$ cat src/rtl/flash_read_arbiter_pkg.sv
// Shared port indices, FSM encoding and helpers for the two-port flash read arbiter.
package flash_arb_pkg;

  localparam int PORT_CPU   = 0;
  localparam int PORT_AUDIO = 1;

  typedef enum logic [1:0] {
    ST_IDLE  = 2'd0,
    ST_ISSUE = 2'd1,
    ST_WAIT  = 2'd2
  } state_e;

  function automatic logic [1:0] port_onehot(input logic p);
    logic [1:0] oh;
    oh    = '0;
    oh[p] = 1'b1;
    return oh;
  endfunction

endpackage

$ cat src/rtl/flash_arb_rr_select.sv
// Round-robin winner selection for two ports; kept separate so the policy can be swapped.
module flash_arb_rr_select
  import flash_arb_pkg::*;
(
  input  logic [1:0] req_valid,
  input  logic       last_grant,
  output logic       winner,
  output logic       any
);

  always_comb begin
    any    = |req_valid;
    winner = 1'(PORT_CPU);
    if (&req_valid)                winner = ~last_grant;
    else if (req_valid[PORT_AUDIO]) winner = 1'(PORT_AUDIO);
  end

endmodule

$ cat src/rtl/flash_read_arbiter.sv
// Shares one QSPI flash read controller between CPU and audio ports, one read in flight.
module flash_read_arbiter
  import flash_arb_pkg::*;
#(
  parameter int ADDR_BITS = 24,
  parameter int DATA_BITS = 32
) (
  input  logic                   clk,
  input  logic                   reset,
  input  logic [1:0]             req_valid,
  input  logic [2*ADDR_BITS-1:0] req_address,
  output logic [1:0]             req_ready,
  output logic [DATA_BITS-1:0]   rsp_data,
  output logic [1:0]             rsp_valid,
  output logic                   ctrl_valid,
  output logic [ADDR_BITS-1:0]   ctrl_address,
  input  logic                   ctrl_ready,
  input  logic [DATA_BITS-1:0]   ctrl_data,
  input  logic                   ctrl_data_valid
);

  state_e                 state_q;
  logic                   grant_q, last_grant_q;
  logic                   ctrl_valid_q;
  logic [ADDR_BITS-1:0]   ctrl_address_q;
  logic [DATA_BITS-1:0]   rsp_data_q;
  logic [1:0]             rsp_valid_q;
  logic                   winner, any;
  logic                   accept;
  logic [ADDR_BITS-1:0]   win_address;

  flash_arb_rr_select u_sel (
    .req_valid  (req_valid),
    .last_grant (last_grant_q),
    .winner     (winner),
    .any        (any)
  );

  // Acceptance is combinational so req_ready lands in the same cycle the request is seen.
  assign accept      = (state_q == ST_IDLE) && any;
  assign req_ready   = accept ? port_onehot(winner) : 2'b00;
  assign win_address = winner ? req_address[2*ADDR_BITS-1:ADDR_BITS]
                              : req_address[ADDR_BITS-1:0];

  always_ff @(posedge clk) begin
    if (reset) begin
      state_q        <= ST_IDLE;
      grant_q        <= 1'b0;
      last_grant_q   <= 1'b0;
      ctrl_valid_q   <= 1'b0;
      ctrl_address_q <= '0;
      rsp_data_q     <= '0;
      rsp_valid_q    <= 2'b00;
    end else begin
      rsp_valid_q <= 2'b00;
      case (state_q)
        ST_IDLE: if (accept) begin
          ctrl_address_q <= win_address;
          grant_q        <= winner;
          last_grant_q   <= winner;
          ctrl_valid_q   <= 1'b1;
          state_q        <= ST_ISSUE;
        end
        ST_ISSUE: if (ctrl_ready) begin
          ctrl_valid_q <= 1'b0;
          state_q      <= ST_WAIT;
        end
        ST_WAIT: if (ctrl_data_valid) begin
          rsp_data_q  <= ctrl_data;
          rsp_valid_q <= port_onehot(grant_q);
          state_q     <= ST_IDLE;
        end
        default: state_q <= ST_IDLE;
      endcase
    end
  end

  // Data outside WAIT has no owner; it is dropped, but a simulation should hear about it.
  always_ff @(posedge clk) begin
    if (!reset && ctrl_data_valid)
      assert (state_q == ST_WAIT)
        else $warning("stray ctrl_data_valid outside WAIT ignored");
  end

  assign ctrl_valid   = ctrl_valid_q;
  assign ctrl_address = ctrl_address_q;
  assign rsp_data     = rsp_data_q;
  assign rsp_valid    = rsp_valid_q;

endmodule

$ cat config.mk
export PLATFORM = sky130hd
export DESIGN_NAME = flash_read_arbiter
export DESIGN_NICKNAME = d
export VERILOG_FILES = /design/src/rtl/flash_read_arbiter_pkg.sv /design/src/rtl/flash_arb_rr_select.sv /design/src/rtl/flash_read_arbiter.sv
export SDC_FILE = /design/constraint.sdc
export NUM_CORES = 1
export LEC_CHECK = 0
export CORE_ASPECT_RATIO = 1.1
export CORE_UTILIZATION = 42
export CTS_BUF_LIST = sky130_fd_sc_hd__clkbuf_4 sky130_fd_sc_hd__clkbuf_8
export CTS_CLUSTER_SIZE = 12
export DETAILED_ROUTE_END_ITERATION = 12
export PLACE_DENSITY = 0.85
export REMOVE_ABC_BUFFERS = 1
export SLEW_MARGIN = 20
export SYNTH_ARGS = -nofsm -noshare
export SYNTH_HDL_FRONTEND = slang
export SYNTH_SLANG_ARGS = --single-unit
export TNS_END_PERCENT = 100
$ cat constraint.sdc
create_clock -name clk -period 3 [get_ports clk]
set_input_delay 0.6 -clock clk [delete_from_list [all_inputs] [get_ports clk]]
set_output_delay 0.6 -clock clk [all_outputs]
set_load 0.01 [all_outputs]
Word-level counts from Yosys, hierarchy flattened
Index checks and enable logic that the tools add are counted.

word-level totals
  flip-flop bits (word level) = 62
  bits of input ports = 86
  output and inout port bits = 61
  word-level logic and storage cells = 45

operators by class
  $lt $le $gt $ge = 4
  equal/unequal tests = 5
  multiplexer cells = 15
  bitwise gates (word level) = 3
  reduce and logical (&&, ||, !) cells = 12

operators by type and width
  operator                                                    count
  2-to-1 mux 24 bit                                           1
  2-to-1 mux 2 bit                                            4
  2-to-1 mux 1 bit                                            6
  inequality test 2 bit, second input constant                3
  one-hot mux 2 bit (3 select lines)                          1
  AND reduction 2 bit                                         3
  AND reduction 3 bit                                         2
  less-than comparator 1 x 2 -> 1 bit, second input constant  2
  logical AND 1 bit                                           3
  inverter 1 bit                                              3
  OR reduction 3 bit                                          1
  demux 1 bit (select 1 bit)                                  2
  == test 2 x 1 -> 1 bit, second input constant               1
  == test 2 bit, second input constant                        1
  >= comparator 1 bit, second input constant                  2
  logical NOT 2 bit                                           1
  one-hot mux 1 bit (2 select lines)                          1
  nonzero test 2 bit                                          1
  OR reduction 2 bit                                          1

Longest topological paths before layout
Gate-level depths: netlist of the first run.

  depth after elaboration = 7
  mapped depth = 6
  depth with buffers taken out = 3

By module
From an unflattened synthesis of the first run, not the netlist that was laid out.

unflattened totals
  cells, all modules = 251
  area total of the unflattened synthesis = 2566.2 um^2

by module, submodules not included
  module               instances  cells each  area each (um^2)  sequential area each (um^2)
  flash_read_arbiter   1          249         2552.4            1241.2
  flash_arb_rr_select  1          2           13.8              0.0

Worst setup path after synthesis of the first run
Ideal clock, no wire load.

  path type = input port to output port
  start = input req_valid[1]
  end = output req_ready[1]
  data arrival time = 1215 ps
  data required time = 2400 ps
  path slack = 1185 ps
  stages on the path = 4
  buffers on the path = 1
  cell sequence = a21boi_2 buf_2 nand2_1 inv_1

on the way
  cells in the longest elaborated chain, start to end = 7
  elaborated cells between the ends (all ways) = 11
  those cells by class = order compare (2); mux (5); reduce/logical (4)

RTL lines
  element                                                                                           line                                                  text
  start: declaration                                                                                flash_read_arbiter.sv:10                              input logic [1:0] req_valid,
  2-to-1 mux 1 bit or AND reduction 2 bit (tied branches)                                           flash_arb_rr_select.sv:15, flash_arb_rr_select.sv:14
  2-to-1 mux 1 bit                                                                                  flash_arb_rr_select.sv:14                             if (&req_valid) winner = ~last_grant;
  less-than comparator 1 x 2 -> 1 bit (implied by the code) or >= comparator 1 bit (tied branches)  flash_read_arbiter_pkg.sv:16                          oh[p] = 1'b1;
  logical AND 1 bit (implied by the code)                                                           flash_read_arbiter_pkg.sv:16
  2-to-1 mux 1 bit (implied by the code)                                                            flash_read_arbiter_pkg.sv:16
  demux 1 bit (select 1 bit)                                                                        flash_read_arbiter_pkg.sv:16
  2-to-1 mux 2 bit (*)                                                                              flash_read_arbiter.sv:41                              assign req_ready = accept ? port_onehot(winner) : 2'b00;
  end: declaration                                                                                  flash_read_arbiter.sv:12                              output logic [1:0] req_ready,

Every way passes the cells marked *; elsewhere a longest branch is shown, timed or not.

Worst setup path after layout of the first run
Ends and elaborated chain as after synthesis.

==> results.yml, run 1 <==
status:
  status: "completed"
placement:
  dp.cells: 508
  dp_hpwl_um: 5299
  gp_congestion: 0.8408
  dp_slack_ns: 0.3868
  io_buffers: 146
  place_area_mm2: 0.003930
yosys:
  ys_types: 26
  ys_seq_area_share_pct: 49.16
  synth_edf_count: 0
  yosys_most_used_dff: "dfxtp_1"
  syn_area_mm2: 0.002525
  synth_warnings: 0
  synth_cells: 307
  ys_seq_elements: 62
  syn_avg_cell_area_um2: 8.225
  synth_async_sr_flop_share_pct: 0
clock_network:
  cts_sinks: 62
  htreeDepth: 3
  root_buffer: "clkbuf_8"
  cts_resized: 0
  clk_pin_slew_ns: 0.07
  worst_skew_pair.late_latency_ns: 0.32
  post-cts-setup-buffers: 0
  clk_path_buf_depth: 2
  cts_tree: "done"
  hold_buffers: 0
  cts_buffers: 9
worst_setup_path:
  crit_top_cell: "clkdlybuf4s50_1"
  cp_slowest_cell: "clkdlybuf4s50_1"
  path_cells: "clkdlybuf4s50_1, a21boi_2, nand2_1, inv_1, clkdlybuf4s50_1"
  critical_path.max_stage_delay_ns: 0.53
  endpoint_kind: "output pin"
  required_ns: 2.40
  cp.buffers_inverters: 3
  critPathKind: "in -> out"
  cp.arrival_ns: 2.01
  reg2reg_slack_ns: 1.19
  cp_top_family: "buffers and inverters"
  startpoint_type: "primary input"
  crit_fanout: 4
sta:
  fin_crit_ns: 2.612
  setup_slack_ns: 0.3883
  hold_violations: 0
  setup_viol: 0
  fin_setup_tns_ns: 0
  drv_slew: 0
  grt_setup_unrepaired: "false"
  hold_slack_ns: 0.4540
  fmax_ghz: 0.3829
  slew_headroom_pct: 39.72
  tightestPinTransition_ns: 0.9042
  period_share_pct: 87.06
  fin_worst_skew_ns: 0.007103
grt:
  grt_pass1_wl_um: 12430
  grt_max_degree: 63
  gr-usage-all-layers_pct: 24.79
  overflow: 0
  antenna_found_initial: 0
  grt_pass1_vias: 2660
final_layout:
  nNetsFinal: 528
  fillCellCount: 469
  diodes: 0
  final_cells: 524
  syn_to_final_growth_pct: 63.73
  final_util_pct: 71.65
  final_layout_size_suffix_gt1_share_pct: 6.488
  postLayoutCellArea_mm2: 0.004134
die:
  ioPinCount: 147
  core_area_mm2: 0.005769
  num_rows: 29
  die_area_mm2: 0.006326
  die_h_um: 83.32
  die_w_um: 75.93
  initial_utilization_pct: 43.76
routing:
  vias_per_cell: 5.177
  dr.pass1.iters: 4
  ant_nets: 0
  drt_iter0_drc: 105
  vias: 2713
  post_drt_wl_per_cell_um: 14.74
  wirelength_um: 7724
  drc: 0
job:
  drv_cap: 0
worst_hold_path:
  hold_class: "reg -> reg"
pwr:
  power_density_mw_per_mm2: 486.6
  p_total_mw: 2.011
  vdd_drop_max_mv: 0.2727
  p_leak_nw: 1.429
## path summary, 6_finish.rpt
check | cells after the start | start | endpoint
setup / recovery | 5 | req_valid[1] | req_ready[1]
hold / removal | 2 | rsp_data[4]$_SDFFE_PP0P_ | rsp_data[4]$_SDFFE_PP0P_
setup reg to reg | 3 | state_q[1]$_SDFFE_PP0P_ | ctrl_address[2]$_SDFFE_PP0P_
hold reg to reg | 2 | rsp_data[4]$_SDFFE_PP0P_ | rsp_data[4]$_SDFFE_PP0P_
## sequential cells by signal, summed over array words and instances (netlist names)
signal / cells
rsp_data: 32
state_q: 2
ctrl_valid: 1
ctrl_address: 24
last_grant_q: 1
rsp_valid: 2
## routing by layer
metal | vias to the layer above | routed length [µm] | global-route usage [%]
met5 | - | 0 | 0
met4 | 0 | 102 | 11.54
met3 | 9 | 605 | 5.165
met2 | 130 | 3730 | 42.64
met1 | 1238 | 3285 | 29.50
li1 | 1336 | - | -
## synth_stat cells (2+ instances only)
cell	n	area share, %
nand2_1	67	10
dfxtp_1	62	49
nand3_1	48	9.5
a21oi_1	36	7.1
o21ai_1	26	5.2
a31oi_1	24	5.9
buf_2	9	1.8
clkbuf_1	7	1.0
buf_6	5	2.2
buf_4	4	1.2
buf_8	2	1.2
clkbuf_4	2	0.59
nor2_1	2	0.30
## kinds of logic (layout without fill, tap and decap cells)
| kind of cell | Yosys count | after routing | synth area share (%) |
|---|---|---|---|
| simple gates | 128 | 128 | 23.98 |
| compound gates | 87 | 87 | 18.68 |
| flops | 62 | 62 | 49.16 |
| buf+inv | 30 | 170 | 8.176 |
## worst min-delay path: cells and delay by family (launching register included)
kind	cells	cell delay, ns
compound gates	1	0.05
flops	1	0.31
simple gates	1	0.05
## power by group
part           switching, mW  internal [mW]  total (mW)
sequential            0.0279          0.866       0.894
combinational          0.171          0.219       0.390
clock                  0.312          0.415       0.728
total                  0.511           1.50        2.01
## cells in the final DEF (no fill, tap or decap), drive strengths merged, types with 2 or more instances in the layout
| cell type | count |
|---|---|
| nand2 | 67 |
| a21oi | 36 |
| nor3b | 2 |
| a31oi | 24 |
| clkinv | 2 |
| o21ai | 26 |
| clkinvlp | 2 |
| nor2 | 3 |
| clkbuf | 11 |
| nand3 | 48 |
| nand3b | 2 |
| clkdlybuf4s50 | 145 |
| dfxtp | 62 |
| buf | 8 |
## area by class of cell
cell class | instances | area (µm²) | share of cell area (%)
Clock inverter | 5 | 58.81 | 1.423
Tap cell | 77 | 96.34 | 2.331
Clock buffer | 11 | 145.1 | 3.511
Multi-Input combinational cell | 215 | 1080 | 26.12
Sequential cell | 62 | 1241 | 30.02
Inverter | 1 | 3.754 | 0.09080
Timing Repair Buffer | 153 | 1509 | 36.50
Power figures use the tool's default switching activity.
==> inputs of run 2 (changes only) <==
- CTS_CLUSTER_DIAMETER: default -> 30
==> results of run 2 <==
Final layout, timing and power as in run 1 (identical DEF).
==> inputs of run 3 (changes only) <==
--- a/config.mk
+++ b/config.mk
@@ -7,4 +7,5 @@
 export LEC_CHECK = 0
 export CORE_ASPECT_RATIO = 1.1
+export CORE_MARGIN = 2
 export CORE_UTILIZATION = 42
 export CTS_BUF_LIST = sky130_fd_sc_hd__clkbuf_4 sky130_fd_sc_hd__clkbuf_8
@@ -14,4 +15,5 @@
 export PLACE_DENSITY = 0.85
 export REMOVE_ABC_BUFFERS = 1
+export SKIP_LAST_GASP = 1
 export SLEW_MARGIN = 20
 export SYNTH_ARGS = -nofsm -noshare
==> constraint.sdc (replaced) <==
create_clock -name clk -period 3 [get_ports clk]
set_input_delay 0.6 -clock clk [delete_from_list [all_inputs] [get_ports clk]]
set_output_delay 0.6 -clock clk [all_outputs]
set_load 0.02 [all_outputs]
==> results.yml, run 3 (synthesis results as in run 1) <==
worst_setup_path:
  startpoint_type: "primary input"
  reg2reg_depth: 3
  endpoint_kind: "output pin"
  critPathKind: "in -> out"
  required_ns: 2.40
  crit_fanout: 4
  crit_path_start: "req_valid[1]"
  worstReg2RegEnd: "ctrl_address[10]$_SDFFE_PP0P_"
  reg2reg_slack_ns: 1.19
  r2r-start: "state_q[1]$_SDFFE_PP0P_"
  crit_end: "req_ready[1]"
  cp.arrival_ns: 2.07
sta:
  setup_viol: 0
  grt_setup_unrepaired: "false"
  fin_setup_tns_ns: 0
  fmax_ghz: 0.3739
  slew_headroom_pct: 42.27
  tightestPinTransition_ns: 0.8660
  hold_violations: 0
  fin_worst_skew_ns: 0.006480
  fin_crit_ns: 2.675
  drv_slew: 0
  period_share_pct: 89.16
worst_hold_path:
  hold_class: "reg -> reg"
routing:
  vias_per_cell: 5.277
  drc: 0
  ant_nets: 0
  drt_iter0_drc: 118
  dr.pass1.iters: 4
  wirelength_um: 7888
  post_drt_wl_per_cell_um: 15.08
  vias: 2760
placement:
  io_buffers: 146
  gp_congestion: 0.7867
  dp_hpwl_um: 5449
die:
  die_h_um: 85.32
  initial_utilization_pct: 43.49
  num_rows: 29
  die_w_um: 77.93
  die_area_mm2: 0.006649
  ioPinCount: 147
  core_area_mm2: 0.005806
final_layout:
  layout_commonest_cell: "clkdlybuf4s50_1"
  fillCellCount: 458
  mostFrequentLayoutCells: "clkdlybuf4s50_1 (145), nand2_1 (67), dfxtp_1 (62)"
  syn_to_final_growth_pct: 63.88
  final_layout_size_suffix_gt1_share_pct: 6.278
  largest_reg_flops: 32
  multi_input_area_mm2: 0.001080
  regArea_mm2: 0.001241
  diodes: 0
  nNetsFinal: 528
status:
  status: "completed"
pwr:
  vdd_drop_max_mv: 0.3954
  p_clk_share_pct: 36.3
  p_int_mw: 1.531
  swShare_pct: 26.03
  p_leak_nw: 1.435
  p_total_mw: 2.069
  p_sw_mw: 0.5386
  power_frac_comb_pct: 20.4
  power_density_mw_per_mm2: 500.1
  p_seq_share_pct: 43.3
grt:
  antenna_found_initial: 0
  overflow: 0
  grt_max_degree: 36
  gr-usage-all-layers_pct: 23.33
  grt_pass1_wl_um: 12190
  grt_pass1_vias: 2649
clock_network:
  cts_tree: "done"
  cts_sinks: 62
  cts_resized: 0
  htreeDepth: 3
  post-cts-setup-buffers: 0
  clk_path_buf_depth: 2
  clk_pin_slew_ns: 0.07
  hold_buffers: 0
  worst_skew_pair.late_latency_ns: 0.33
  root_buffer: "clkbuf_8"
  cts_buffers: 9
job:
  drv_cap: 0
[run 3: routing by layer]
layer  vias to the layer above  share of wire, %  global-route usage, %
met4                         0               1.1                  10.05
met3                         8                13                  10.74
met5                         -                 0                      0
met1                      1247                41                  27.12
li1                       1334                 -                      -
met2                       171                45                  37.07
[run 3: stage by stage]
stage	hold WS, ns	cell area [µm²]	utilization, %	setup slack, ns	std cells
after global routing	0.4782	4138	71.27	0.2567	523
after global placement	0.4407	3930	67.69	0.3705	508
final	0.4545	4138	71.27	0.3253	523
after floorplan	0.4639	2322	-	0.9122	278
after CTS	0.4554	4138	71.27	0.3142	523
after detailed placement	0.4463	3930	67.69	0.3145	508
[run 3: critical path: stages]
cell	delay, ns
clkdlybuf4s50_1	0.54
a21boi_2	0.20
nand2_1	0.08
inv_1	0.05
clkdlybuf4s50_1	0.60
[run 3: final cells by class]
cell class                      instances  area share [%]
Clock buffer                           12           3.992
Clock inverter                          3           1.028
Inverter                                1         0.09072
Multi-Input combinational cell        215           26.10
Sequential cell                        62           30.00
Tap cell                               77           2.328
Timing Repair Buffer                  153           36.47
[run 3: power groups by stage]
stage | logic [mW] | registers [mW] | clock network, mW
global route | 0.449 | 0.900 | 0.798
detailed placement | 0.421 | 0.912 | 0
finish | 0.423 | 0.896 | 0.751
CTS | 0.423 | 0.895 | 0.765
global placement | 0.418 | 0.910 | 0
floorplan | 0.118 | 0.956 | 0
[run 3: worst min path at each step]
stage	from	endpoint	slack, ns	cells past startpoint
final	rsp_data[2]$_SDFFE_PP0P_	rsp_data[2]$_SDFFE_PP0P_	0.45	2
after detailed placement	rsp_data[2]$_SDFFE_PP0P_	rsp_data[2]$_SDFFE_PP0P_	0.45	2
after global placement	rsp_data[17]$_SDFFE_PP0P_	rsp_data[17]$_SDFFE_PP0P_	0.44	2
after global routing	rsp_data[2]$_SDFFE_PP0P_	rsp_data[2]$_SDFFE_PP0P_	0.48	2
after CTS	rsp_data[2]$_SDFFE_PP0P_	rsp_data[2]$_SDFFE_PP0P_	0.46	2
after floorplan	last_grant_q$_SDFFE_PP0P_	rsp_valid[0]$_SDFF_PP0_	0.46	1
